===== src/rtl/sdf_r2_stage.sv =====
// Radix-2 single-path delay-feedback FFT stage with gap-tolerant streaming, flush,
// a selectable twiddle stage and optional 1-bit output scaling.
// Ports:
//   clk, rst             clock (rising edge), asynchronous active-high reset
//   valid_i, data_in_*   input sample strobe and complex sample (DW bits per component)
//   flush_i              drive the stage with zero samples while busy_o, valid_i low
//   tw_addr_o            twiddle index n for the external ROM (combinational)
//   tw_r_i, tw_i_i       twiddle returned for tw_addr_o (Q1.(TW_W-1))
//   valid_o, data_out_*  registered output strobe and complex result (OW bits per component)
//   busy_o               stage holds a partial frame or undelivered differences
module sdf_r2_stage #(
  parameter int unsigned DW         = 16,
  parameter int unsigned LOG2_DEPTH = 1,
  parameter int unsigned TW_MODE    = 1,
  parameter int unsigned TW_W       = 16,
  parameter int unsigned SCALE      = 0,
  localparam int unsigned OW        = (SCALE != 0) ? DW : DW + 1,
  localparam int unsigned AW        = (LOG2_DEPTH > 0) ? LOG2_DEPTH : 1
) (
  input  logic          clk,
  input  logic          rst,
  input  logic          valid_i,
  input  logic [DW-1:0] data_in_r,
  input  logic [DW-1:0] data_in_i,
  input  logic          flush_i,
  output logic [AW-1:0] tw_addr_o,
  input  logic [TW_W-1:0] tw_r_i,
  input  logic [TW_W-1:0] tw_i_i,
  output logic          valid_o,
  output logic [OW-1:0] data_out_r,
  output logic [OW-1:0] data_out_i,
  output logic          busy_o
);

  localparam int unsigned DEPTH = 1 << LOG2_DEPTH;
  localparam int unsigned CW    = LOG2_DEPTH + 1;
  localparam int unsigned EW    = DW + 1;

  logic                 r_valid, r_flush;
  logic signed [DW-1:0] r_in_r, r_in_i;
  logic [CW-1:0]        r_cnt;
  logic                 r_pend;
  // Frame since the last wrap contains at least one real sample.
  logic                 r_real;
  logic signed [EW-1:0] r_dly_r [DEPTH];
  logic signed [EW-1:0] r_dly_i [DEPTH];
  logic                 r_vout;
  logic [OW-1:0]        r_out_r, r_out_i;

  logic                 w_step, w_phase, w_mid, w_end, w_empty_frame;
  logic signed [EW-1:0] w_a_r, w_a_i, w_b_r, w_b_i;
  logic signed [EW-1:0] w_sum_r, w_sum_i, w_diff_r, w_diff_i;
  logic signed [EW-1:0] w_tw_r, w_tw_i, w_res_r, w_res_i;
  logic [OW-1:0]        w_o_r, w_o_i;
  logic [AW-1:0]        w_n;

  assign busy_o  = (r_cnt != '0) | r_pend;
  assign w_step  = r_valid | (r_flush & busy_o);
  assign w_phase = r_cnt[CW-1];
  assign w_mid   = (r_cnt == CW'(DEPTH - 1));
  assign w_end   = &r_cnt;
  // A frame made only of flush padding exists solely to drain differences; once they are
  // out, return the counter to zero instead of running an all-zero second half.
  assign w_empty_frame = w_mid & ~r_real & ~r_valid;

  assign w_a_r = r_valid ? {r_in_r[DW-1], r_in_r} : '0;
  assign w_a_i = r_valid ? {r_in_i[DW-1], r_in_i} : '0;
  assign w_b_r = r_dly_r[DEPTH-1];
  assign w_b_i = r_dly_i[DEPTH-1];

  assign w_sum_r  = w_b_r + w_a_r;
  assign w_sum_i  = w_b_i + w_a_i;
  assign w_diff_r = w_b_r - w_a_r;
  assign w_diff_i = w_b_i - w_a_i;

  if (LOG2_DEPTH > 0) begin : g_addr
    assign w_n = r_cnt[AW-1:0];
  end else begin : g_addr0
    assign w_n = '0;
  end
  assign tw_addr_o = w_n;

  if (TW_MODE == 2) begin : g_tw_gen
    localparam int unsigned PW = EW + TW_W + 1;
    logic signed [PW-1:0] w_br, w_bi, w_twr, w_twi, w_pr, w_pi, w_sr, w_si;

    function automatic logic signed [EW-1:0] sat(input logic signed [PW-1:0] x);
      if ((&x[PW-1:EW-1]) | ~(|x[PW-1:EW-1])) return x[EW-1:0];
      return x[PW-1] ? {1'b1, {(EW-1){1'b0}}} : {1'b0, {(EW-1){1'b1}}};
    endfunction

    assign w_br  = PW'(w_b_r);
    assign w_bi  = PW'(w_b_i);
    assign w_twr = PW'($signed(tw_r_i));
    assign w_twi = PW'($signed(tw_i_i));
    assign w_pr  = w_br * w_twr - w_bi * w_twi;
    assign w_pi  = w_br * w_twi + w_bi * w_twr;
    assign w_sr  = (w_pr + (PW'(1) <<< (TW_W - 2))) >>> (TW_W - 1);
    assign w_si  = (w_pi + (PW'(1) <<< (TW_W - 2))) >>> (TW_W - 1);
    assign w_tw_r = sat(w_sr);
    assign w_tw_i = sat(w_si);
  end else begin : g_tw_fixed
    logic w_tw_unused;
    assign w_tw_unused = ^{tw_r_i, tw_i_i};
    if (TW_MODE == 1) begin : g_mj
      // Multiply by -j at n == 1: (r, i) -> (i, -r).
      assign w_tw_r = (w_n == AW'(1)) ? w_b_i : w_b_r;
      assign w_tw_i = (w_n == AW'(1)) ? -w_b_r : w_b_i;
    end else begin : g_id
      assign w_tw_r = w_b_r;
      assign w_tw_i = w_b_i;
    end
  end

  assign w_res_r = w_phase ? w_sum_r : w_tw_r;
  assign w_res_i = w_phase ? w_sum_i : w_tw_i;

  if (SCALE != 0) begin : g_scale
    logic signed [EW:0] w_sc_r, w_sc_i;
    logic               w_scale_unused;
    assign w_sc_r = {w_res_r[EW-1], w_res_r} + (EW + 1)'(1);
    assign w_sc_i = {w_res_i[EW-1], w_res_i} + (EW + 1)'(1);
    assign w_o_r  = w_sc_r[DW:1];
    assign w_o_i  = w_sc_i[DW:1];
    assign w_scale_unused = ^{w_sc_r[EW], w_sc_r[0], w_sc_i[EW], w_sc_i[0]};
  end else begin : g_noscale
    assign w_o_r = w_res_r;
    assign w_o_i = w_res_i;
  end

  always_ff @(posedge clk or posedge rst) begin
    if (rst) begin
      r_valid <= 1'b0;
      r_flush <= 1'b0;
      r_in_r  <= '0;
      r_in_i  <= '0;
    end else begin
      r_valid <= valid_i;
      r_flush <= flush_i;
      r_in_r  <= data_in_r;
      r_in_i  <= data_in_i;
    end
  end

  always_ff @(posedge clk or posedge rst) begin
    if (rst) begin
      r_cnt   <= '0;
      r_pend  <= 1'b0;
      r_real  <= 1'b0;
      r_vout  <= 1'b0;
      r_out_r <= '0;
      r_out_i <= '0;
      for (int k = 0; k < int'(DEPTH); k++) begin
        r_dly_r[k] <= '0;
        r_dly_i[k] <= '0;
      end
    end else if (w_step) begin
      r_cnt  <= w_empty_frame ? '0 : r_cnt + CW'(1);
      r_real <= w_end ? 1'b0 : (r_real | r_valid);
      if (w_end) begin
        r_pend <= 1'b1;
      end else if (w_mid) begin
        r_pend <= 1'b0;
      end
      for (int k = int'(DEPTH) - 1; k > 0; k--) begin
        r_dly_r[k] <= r_dly_r[k-1];
        r_dly_i[k] <= r_dly_i[k-1];
      end
      r_dly_r[0] <= w_phase ? w_diff_r : w_a_r;
      r_dly_i[0] <= w_phase ? w_diff_i : w_a_i;
      r_vout     <= w_phase | r_pend;
      r_out_r    <= w_o_r;
      r_out_i    <= w_o_i;
    end else begin
      r_vout <= 1'b0;
    end
  end

  assign valid_o    = r_vout;
  assign data_out_r = r_out_r;
  assign data_out_i = r_out_i;

endmodule


===== config.mk =====
export PLATFORM = sky130hd
export DESIGN_NAME = sdf_r2_stage
export DESIGN_NICKNAME = d
export VERILOG_FILES = /design/src/rtl/sdf_r2_stage.sv
export SDC_FILE = /design/constraint.sdc
export NUM_CORES = 1
export LEC_CHECK = 0
export ABC_AREA = 1
export BUFFER_PORTS_ARGS = -buffer_cell sky130_fd_sc_hd__buf_2
export CAP_MARGIN = 20
export CORE_MARGIN = 1.5
export CORE_UTILIZATION = 62
export CTS_BUF_LIST = sky130_fd_sc_hd__clkbuf_4 sky130_fd_sc_hd__clkbuf_8
export DETAILED_ROUTE_END_ITERATION = 10
export PLACE_DENSITY = 0.95
export SETUP_SLACK_MARGIN = 0.2
export SLEW_MARGIN = 0
export SYNTH_ARGS = -nofsm -noshare
export SYNTH_HDL_FRONTEND = slang
export SYNTH_SLANG_ARGS = --single-unit

===== constraint.sdc =====
create_clock -name clk -period 5.2 [get_ports clk]
set_clock_uncertainty 0.15 [all_clocks]
set_input_delay 0 -clock clk [delete_from_list [all_inputs] [get_ports clk]]
set_output_delay 0 -clock clk [all_outputs]
set_load 0.02 [all_outputs]

==> flow_summary_export.csv <==
group,metric,value,unit
run_status,status,"finished clean",
clocking,tritoncts,"done",
routing,drt_iter0_drc,974,
finish,area_growth,12.8,%
routing,post-route-drc-count,0,
timing,rsz0062_at_grt,"false",
pwr,p_per_area,622,mW/mm2
timing,fin_crit,3.79,ns
setup_path,crit_chain,"buf_4, inv_1, ha_1, nand2_1, a21oi_4, buf_4, clkinv_2, buf_4, o21ai_0, a21oi_1, nor2_1",
yosys,ys_seq_area_share,35.1,%
clocking,cts_max_level,4,
yosys,async_flop_share,100,%
global_route,overflow,0,
finish,fillers,1246,
clocking,clk_latency,0.47,ns
die,rows,46,
setup_path,critical_path_required,5.42,ns
timing,relSlewSlack,36.4,%
yosys,synth_most_common_cell,"nand2_1",
timing,fin_setup_tns,0,ns
place,dp_hpwl,19.0,mm
finish,drive_above_1_share,9.99,%
yosys,synth.largest_area_cell,"dfrtp_1",
finish,final_cells,1797,
place,gp_congestion,0.921,
timing,tightestPinTransition,0.954,ns
finish,antenna_cells,0,
pwr,internal_power,0.00343,W
die,start_util,63.4,%
run,maxCapViolations,0,
clocking,cts_buffer_depth,2,
pwr,pwr-share-comb,58.0,%
pwr,p_sw,0.00362,W
worst_hold_path,hold_class,"input pin to flip-flop",
clocking,numCtsBuffers,17,
die,dieArea,0.0170,mm2
pwr,netSwitchingFraction,51.3,%
setup_path,cp_max_fo,91,
clocking,clockRootBuffer,"clkbuf_8",
routing,detail_route.vias_per_cell,5.49,
timing,min_period_over_period,72.9,%
pwr,power_leakage,6.31,nW
yosys,ys_ff_latch,141,
setup_path,start_kind,"flip-flop",
yosys,synth-edff-count,0,
routing,firstDrtPassIters,5,
routing,antenna_left,0,
die,core,0.0159,mm2
die,die_h,130,um
yosys,synth_area_leaders,"dfrtp_1 (35%), nand2_1 (17%), ha_1 (9.1%), inv_1 (8.1%), o21ai_0 (6.2%)",
global_route,grt_antenna_before_repair,0,
clocking,clkTransAtPathRegs,0.09,ns
clocking,clkSinkCount,141,
place,port_buffers,72,
setup_path,worst_path_most_repeated_cell,"buf_4",
setup_path,crit_type,"flip-flop to flip-flop",
place,placed_cell_area,0.0105,mm2
timing,drv_slew,0,
yosys,yosys.cell_types.count,33,
yosys,synth_top_area_share,35.1,%
global_route,grt_pass1_wl,44.3,mm
yosys,avgSynthCellArea,6.78,um2
yosys,synth_cells,1484,
pwr,p_clk_share,14.8,%
clocking,cts_setup_buffers,0,
die,ios,105,
die,die_w,130,um
place,dp_slack,1.49,ns
setup_path,worstSetupEndpointType,"flip-flop",
place,placed_cells_incl_taps,1729,
yosys,syn-cell-area,0.0101,mm2
yosys,yosysWarnings,0,
yosys,synthTopCellsByCount,"nand2_1 (450), inv_1 (216), dfrtp_1 (141), o21ai_0 (125), a21oi_1 (117)",
timing,max_freq,0.264,GHz
timing,timing.final.ws_setup,1.41,ns
timing,finalHoldViolCount,0,
finish,nets,1713,
pwr,seqPwrFrac,27.2,%
global_route,grt_max_degree,109,
setup_path,crit_arrival,4.01,ns
timing,setup_viol,0,
routing,vias,9863,
routing,totalWireLength,27.0,mm
setup_path,slowest_stage,"buf_4",
pwr,ir_drop,326,uV
pwr,totalPowerFinal,0.00706,W
routing,wl_per_cell,15.0,um
global_route,grt_util_all_layers,33.4,%
yosys,synthesis.nets,1629,
setup_path,max_stage_delay,0.73,ns
global_route,grt_pass1_vias,9488,
yosys,synthFlopType,"dfrtp_1",
finish,finalInstanceArea,0.0113,mm2
[power by group through the flow]
stage | Combinational, W | Sequential (W) | Clock, W
after floorplan | 0.00282 | 0.00199 | 0
after global placement | 0.00380 | 0.00189 | 0
after detailed placement | 0.00392 | 0.00192 | 0
after CTS | 0.00400 | 0.00190 | 0.00105
final | 0.00409 | 0.00192 | 0.00105
after global routing | 0.00459 | 0.00196 | 0.00110
[final cells by class]
| type | count | area [um2] | area share [%] |
|---|---|---|---|
| clock buffer | 17 | 234 | 2.06 |
| clock inverter | 15 | 235 | 2.07 |
| inverter | 231 | 873 | 7.69 |
| multi-input combinational | 1060 | 5420 | 47.7 |
| sequential | 141 | 3530 | 31.1 |
| tap | 216 | 270 | 2.38 |
| timing repair buffer | 117 | 788 | 6.95 |
[stage by stage]
| step | hold slack [ns] | util (%) |
|---|---|---|
| detailed placement | -0.0407 | 66.2 |
| floorplan | -0.119 | - |
| global placement | -0.0428 | 66.2 |
| global route | 0.00111 | 71.4 |
| CTS | 0.000800 | 71.4 |
| finish | 0.00408 | 71.4 |
[cells by family (layout without fill, tap and decap cells)]
group | Yosys count | after routing | share of synthesized area, %
simple gates | 700 | 700 | 28.7
buf+inv | 283 | 380 | 11.2
compound gates | 268 | 268 | 13.9
flops | 141 | 141 | 35.1
fa+ha+maj | 77 | 77 | 9.87
xor+xnor | 15 | 15 | 1.31
[state kept, by name, indices dropped and copies added (netlist names)]
name and flops:
w_b_r 17, data_out_r 17, r_dly_r 17, valid_o 1, r_valid 1, r_real 1, r_in_i 16, data_out_i 17
r_pend 1, r_dly_i 17, r_cnt 2, r_in_r 16, w_b_i 17, r_flush 1
[repair_timing]
action                    in CTS  in global routing
hold buffers                  36                  0
resized for setup              0                  0
hold endpoints to repair     141                  0
[critical path, delay by kind of cell (launching register included)]
family	cells	cell delay, ns
adder cells (fa/ha/maj)	1	0.34
flip-flops	1	0.33
AND/OR/NAND/NOR	2	0.20
buffers and inverters	5	2.19
AO/OA/AOI/OAI	3	0.46
[per-layer routing]
layer / wire (um) / share of wire, % / track usage (%) / vias up
li1: - / - / - / 4829
met1: 11300 / 42 / 41.7 / 4533
met2: 12900 / 48 / 56.8 / 411
met3: 1740 / 6.4 / 5.78 / 90
met4: 1010 / 3.8 / 15.4 / 0
met5: 0 / 0 / 0 / -
[placed cells by master, fill, tap and decap left out, types with 7 or more instances in the layout]
cell type / netlist / routed
dfrtp_1: 141 / 140
buf_4: 5 / 9
nand4_1: 7 / 7
inv_2: 15 / 15
nand3_1: 101 / 101
xor2_1: 15 / 15
ha_1: 73 / 73
nand2_1: 450 / 450
o21ai_0: 125 / 125
clkbuf_8: 0 / 17
dlygate4sd3_1: 0 / 36
a21oi_2: 8 / 7
a21oi_1: 117 / 117
a31oi_1: 9 / 9
nor2_1: 111 / 111
buf_2: 34 / 72
inv_1: 216 / 214
[final timing paths]
check	start	end	slack, ns	depth (start not counted)
setup / recovery	r_cnt[0]	data_out_i[2]	1.41	11
min in group asynchronous	rst	r_dly_r[17]	0.12	3
setup reg to reg	r_cnt[0]	data_out_i[2]	1.41	11
hold / removal	data_in_r[0]	r_in_r[0]	0.004	2
hold reg to reg	data_out_r[7]	data_out_r[7]	0.34	2
max in group asynchronous	rst	r_in_r[8]	3.82	4
Note: power is estimated with default switching activity, not from simulation.
